**src/rtl/pio_fir_engine.sv**
```systemverilog
// Sequential-MAC FIR engine behind a toggle-handshake PIO command word.
// Commands push samples, load coefficients or clear history; results come back with an ack toggle.
module pio_fir_engine #(
    parameter int DATA_W = 16,
    parameter int COEF_W = 8,
    parameter int TAPS   = 8,
    parameter int SHIFT  = 7,
    parameter int OUT_W  = 16
) (
    input  logic              clk,
    input  logic              reset,
    input  logic [31:0]       inp,
    output logic [OUT_W-1:0]  outp
);

    localparam int IW     = $clog2(TAPS);
    localparam int PROD_W = DATA_W + COEF_W;
    localparam int ACC_W  = DATA_W + COEF_W + $clog2(TAPS);
    localparam int RES_W  = OUT_W - 2;

    localparam logic signed [ACC_W:0] RND  = (ACC_W+1)'((1 << SHIFT) >> 1);
    localparam logic signed [ACC_W:0] MAXV = (ACC_W+1)'((1 << (RES_W-1)) - 1);
    localparam logic signed [ACC_W:0] MINV = (ACC_W+1)'(-(1 << (RES_W-1)));

    localparam logic [1:0] CMD_PUSH  = 2'd0;
    localparam logic [1:0] CMD_LOAD  = 2'd1;
    localparam logic [1:0] CMD_CLEAR = 2'd2;

    typedef enum logic [2:0] {
        S_INIT, S_IDLE, S_SHIFT, S_MAC, S_OUT, S_ACK
    } state_t;

    state_t state_q, state_d;

    logic [31:0]               sync1, sync2;
    logic                      last_req;
    logic [1:0]                init_cnt;
    logic [IW-1:0]             mac_i;
    logic signed [DATA_W-1:0]  sample_q;
    logic signed [DATA_W-1:0]  hist [TAPS];
    logic signed [COEF_W-1:0]  coef [TAPS];
    logic signed [ACC_W-1:0]   acc;

    logic                      pending;
    logic [1:0]                cmd;
    logic signed [PROD_W-1:0]  prod;
    logic signed [ACC_W:0]     rsum, rsh;
    logic [RES_W-1:0]          res;
    logic                      sat;
    logic                      unused_sync;

    assign unused_sync = ^sync2;
    assign pending     = sync2[31] != last_req;
    assign cmd         = sync2[30:29];

    always_comb begin
        state_d = state_q;
        case (state_q)
            S_INIT:  if (init_cnt == 2'd2) state_d = S_IDLE;
            S_IDLE:  if (pending) state_d = (cmd == CMD_PUSH) ? S_SHIFT : S_ACK;
            S_SHIFT: state_d = S_MAC;
            S_MAC:   if (mac_i == IW'(TAPS-1)) state_d = S_OUT;
            S_OUT:   state_d = S_IDLE;
            S_ACK:   state_d = S_IDLE;
            default: state_d = S_INIT;
        endcase
    end

    // Round-half-up, arithmetic shift, then clamp into the signed result field.
    always_comb begin
        prod = coef[mac_i] * hist[mac_i];
        rsum = $signed({acc[ACC_W-1], acc}) + RND;
        rsh  = rsum >>> SHIFT;
        sat  = 1'b0;
        res  = rsh[RES_W-1:0];
        if (rsh > MAXV) begin
            res = MAXV[RES_W-1:0];
            sat = 1'b1;
        end else if (rsh < MINV) begin
            res = MINV[RES_W-1:0];
            sat = 1'b1;
        end
    end

    always_ff @(posedge clk) begin
        if (reset) begin
            state_q  <= S_INIT;
            sync1    <= '0;
            sync2    <= '0;
            last_req <= 1'b0;
            init_cnt <= '0;
            mac_i    <= '0;
            sample_q <= '0;
            acc      <= '0;
            outp     <= '0;
            for (int k = 0; k < TAPS; k++) begin
                hist[k] <= '0;
                coef[k] <= '0;
            end
        end else begin
            state_q <= state_d;
            sync1   <= inp;
            sync2   <= sync1;
            case (state_q)
                // Prime last_req once the synchronizer has settled so a req level held
                // across reset release is not taken as a request.
                S_INIT: begin
                    init_cnt <= init_cnt + 2'd1;
                    if (init_cnt == 2'd2) last_req <= sync2[31];
                end
                S_IDLE: begin
                    if (pending) begin
                        last_req <= sync2[31];
                        sample_q <= sync2[DATA_W-1:0];
                        if (cmd == CMD_LOAD && int'(sync2[28:24]) < TAPS)
                            coef[sync2[24 +: IW]] <= sync2[COEF_W-1:0];
                        if (cmd == CMD_CLEAR)
                            for (int k = 0; k < TAPS; k++) hist[k] <= '0;
                    end
                end
                S_SHIFT: begin
                    for (int k = TAPS-1; k > 0; k--) hist[k] <= hist[k-1];
                    hist[0] <= sample_q;
                    acc     <= '0;
                    mac_i   <= '0;
                end
                S_MAC: begin
                    acc   <= acc + ACC_W'(prod);
                    mac_i <= mac_i + IW'(1);
                end
                S_OUT: outp <= {~outp[OUT_W-1], sat, res};
                S_ACK: outp[OUT_W-1] <= ~outp[OUT_W-1];
                default: ;
            endcase
        end
    end

endmodule

```
**config.mk**
```make
export PLATFORM = sky130hd
export DESIGN_NAME = pio_fir_engine
export DESIGN_NICKNAME = d
export VERILOG_FILES = /design/src/rtl/pio_fir_engine.sv
export SDC_FILE = /design/constraint.sdc
export NUM_CORES = 1
export LEC_CHECK = 0
export ABC_CLOCK_PERIOD_IN_PS = 18400
export BUFFER_PORTS_ARGS = -buffer_cell sky130_fd_sc_hd__buf_2
export CORE_ASPECT_RATIO = 0.5
export CORE_MARGIN = 3
export CORE_UTILIZATION = 45
export CTS_CLUSTER_DIAMETER = 50
export DETAILED_ROUTE_END_ITERATION = 10
export GPL_ROUTABILITY_DRIVEN = 0
export PLACE_DENSITY = 0.64
export SLEW_MARGIN = 20
export SYNTH_ARGS = -nofsm -noshare
export SYNTH_HDL_FRONTEND = slang
export SYNTH_SLANG_ARGS = --single-unit
```
**constraint.sdc**
```tcl
create_clock -name clk -period 18.4 [get_ports clk]
set_input_delay 0.92 -clock clk [delete_from_list [all_inputs] [get_ports clk]]
set_output_delay 0.92 -clock clk [all_outputs]
set_load 0.01 [all_outputs]
```
==> results_dict.tcl <==
set metrics [dict create \
    grt_pass1_wl_um 63300 \
    rows 51 \
    regToRegSetupSlack_ns 10.79 \
    clock_latency_ns 0.59 \
    fillerInstances 3405 \
    grtUsageTotal_pct 18.5 \
    cap_violations 0 \
    tightest_slew_ns 1.10 \
    nets 1816 \
    wl_per_cell_um 17.6 \
    r2r_cells 19 \
    numCtsBuffers 29 \
    antenna_found_initial 0 \
    slew_violations 0 \
    die_w_um 289 \
    skew_ns 0.0206 \
    crit_arrival_ns 8.11 \
    synthesis.area_mm2 0.0180 \
    post-route-min-period_ns 7.61 \
    fin_ws_ns 10.79 \
    ys_ff_latch 311 \
    setup_violations 0 \
    path_delay_family "adder cells" \
    power.leakage_nw 7.99 \
    pre_cts_ws_ns 10.79 \
    yosysUniqueCellTypes 64 \
    max_freq_mhz 131 \
    synth_warnings 0 \
    slowest_delay_ns 0.73 \
    maxSlewHeadroom_pct 26.4 \
    worstSetupPathType "reg2reg" \
    overflow 0 \
    slowest_stage "mux2i_1" \
    cts_sinks 311 \
    fin_crit_sh_pct 41.4 \
    dp_hpwl_um 26700 \
    whs_path_depth 1 \
    drc 0 \
    grt_pass1_vias 12042 \
    async_reset_ff_share_pct 0 \
    coreArea_mm2 0.0391 \
    yosysSeqAreaShare_pct 42.7 \
    rr_endpoint "acc[24]" \
    worst_path_most_repeated_cell "fa_1" \
    cp-end-kind "register" \
    start_util_pct 46.0 \
    path_buf_inv 3 \
    regArea_mm2 0.00767 \
    cts_tree "done" \
    hold_buffers 0 \
    holdCritStartpoint "sync1[6]" \
    postRouteAntennaNets 0 \
    status "finished, final reports clean" \
    crit_path_max_fanout 27 \
    syn_avg_cell_area_um2 11.5 \
    min_path_type "reg2reg" \
    hold_violations 0 \
    clk_pin_slew_worst_paths_ns 0.07 \
    rsz0062_at_grt "false" \
    ios 50 \
    postCtsSetupRepairBufs 0 \
    port_buffers 41 \
    syn_inst 1563 \
    dp_cells 2077 \
    n_antenna_cell 0 \
    cp.required_ns 18.90 \
    cp-start-kind "register" \
    drive_gt1_share_pct 12.3 \
    synth-main-ff-cell "dfxtp_1" \
    p_per_area_mw_per_mm2 131 \
    chipHeight_um 147 \
    clockBufferDepth 3 \
    via_per_inst 5.35 \
    drt_iter0_markers 975 \
    htree_levels 1 \
    area.growth.synth_to_final_pct 10.3 \
    clock_tree.root_cell "clkbuf_16" \
    multi_input_area_mm2 0.00962 \
    tns_ns 0 \
    dr_total_vias 11401 \
    hold_end "sync2[6]" \
    design.die.area_mm2 0.0425 \
    vdd_drop_max_mv 0.0640 \
    final_cells 2131 \
    ctsResizeCount 0 \
    wl_um 37600 \
    grt_max_degree 129 \
    syn-num-nets 1801 \
    firstDrtPassIters 5 \
    synth_edf_count 144 \
    path_cells "buf_4, mux4_2, mux2i_1, nor2b_2, inv_1, fa_1, inv_1, fa_1, fa_1, fa_1, ha_1, ha_1, a21oi_1, nor2_1, a2111oi_0, o21ai_1, a21oi_1, mux2_2, o21ai_0" \
]
==> through the flow <==
| step | hold slack (ns) | utilization (%) | instance area, um^2 | total power, W |
|---|---|---|---|---|
| after floorplan | 0.414 | - | 18000 | 0.00168 |
| after global placement | 0.421 | 47.8 | 18700 | 0.00190 |
| after detailed placement | 0.420 | 47.8 | 18700 | 0.00192 |
| after CTS | 0.435 | 50.7 | 19800 | 0.00263 |
| after global routing | 0.457 | 50.7 | 19800 | 0.00282 |
| final | 0.434 | 50.7 | 19800 | 0.00260 |
==> final cells by class <==
class / count / area share, %
repair buffers: 57 / 1.67
multi-input cells: 1067 / 48.5
flip-flops and latches: 311 / 38.7
well taps: 530 / 3.34
clock buffers: 34 / 3.81
clock inverters: 20 / 1.85
inverters: 112 / 2.12
==> routing by layer <==
layer	global-route usage (%)	vias up	routed length (um)
met5	0	-	0
met4	3.72	0	716
met3	2.64	52	1800
met2	31.2	237	17900
met1	25.8	5736	17200
li1	-	5376	-
==> cells in the final DEF (no fill, tap or decap), types with 29 or more instances in the layout <==
master,netlist,routed
clkbuf_16,0,29
ha_1,64,64
a22o_1,42,42
and2_1,145,145
xnor2_1,39,39
mux4_2,48,48
nor2b_1,67,66
a21oi_1,48,47
o21ai_0,32,32
fa_1,140,140
nor2_1,149,148
edfxtp_1,144,144
nand2_1,78,78
buf_2,7,40
a22oi_1,31,31
inv_1,111,110
dfxtp_1,167,165
==> Yosys cell counts, drive strengths merged (32+ instances only) <==
cell type | instances | area (um^2)
fa | 140 | 2800
clkbuf | 59 | 221
a21oi | 49 | 249
o21ai | 33 | 165
ha | 64 | 801
and2 | 146 | 915
mux4 | 48 | 1080
dfxtp | 167 | 3340
nor2 | 149 | 559
a22o | 42 | 368
edfxtp | 144 | 4320
a22oi | 32 | 245
inv | 112 | 420
nand2 | 78 | 293
nor2b | 67 | 419
xnor2 | 39 | 342
==> sequential cells by signal (all words and copies together), names as in the netlist, named ones only <==
register,count
acc,27
coef,64
hist,128
init_cnt,2
last_req,1
mac_i,3
outp,16
sample_q,16
state_q,3
sync1,24
sync2,24
==> where the power goes <==
part           internal [W]  total (W)  switching [W]
clock              0.000425   0.000700       0.000275
combinational      0.000460    0.00106       0.000601
sequential         0.000794   0.000844      0.0000498
==> how the worst max path moves through the flow <==
stage | startpoint | depth (start not counted) | slack [ns] | to
2_1_floorplan | register | 18 | 11.84 | acc[24]
3_3_place_gp | register | 19 | 10.62 | acc[24]
3_5_place_dp | register | 19 | 10.79 | acc[24]
4_1_cts | register | 19 | 10.71 | acc[24]
5_1_grt | register | 19 | 10.18 | acc[24]
6_report | register | 19 | 10.79 | acc[24]
==> kinds of logic (layout without fill, tap and decap cells) <==
group,Yosys count,after routing,share of synthesized area [%]
AO/OA/AOI/OAI,206,206,7.98
XOR/XNOR,43,43,2.10
adder cells (fa/ha/maj),204,204,20.0
buffers and inverters,185,223,3.97
flip-flops,311,311,42.7
multiplexers,79,79,7.78
AND/OR/NAND/NOR,535,535,15.5
Note: power is estimated with default switching activity, not from simulation.
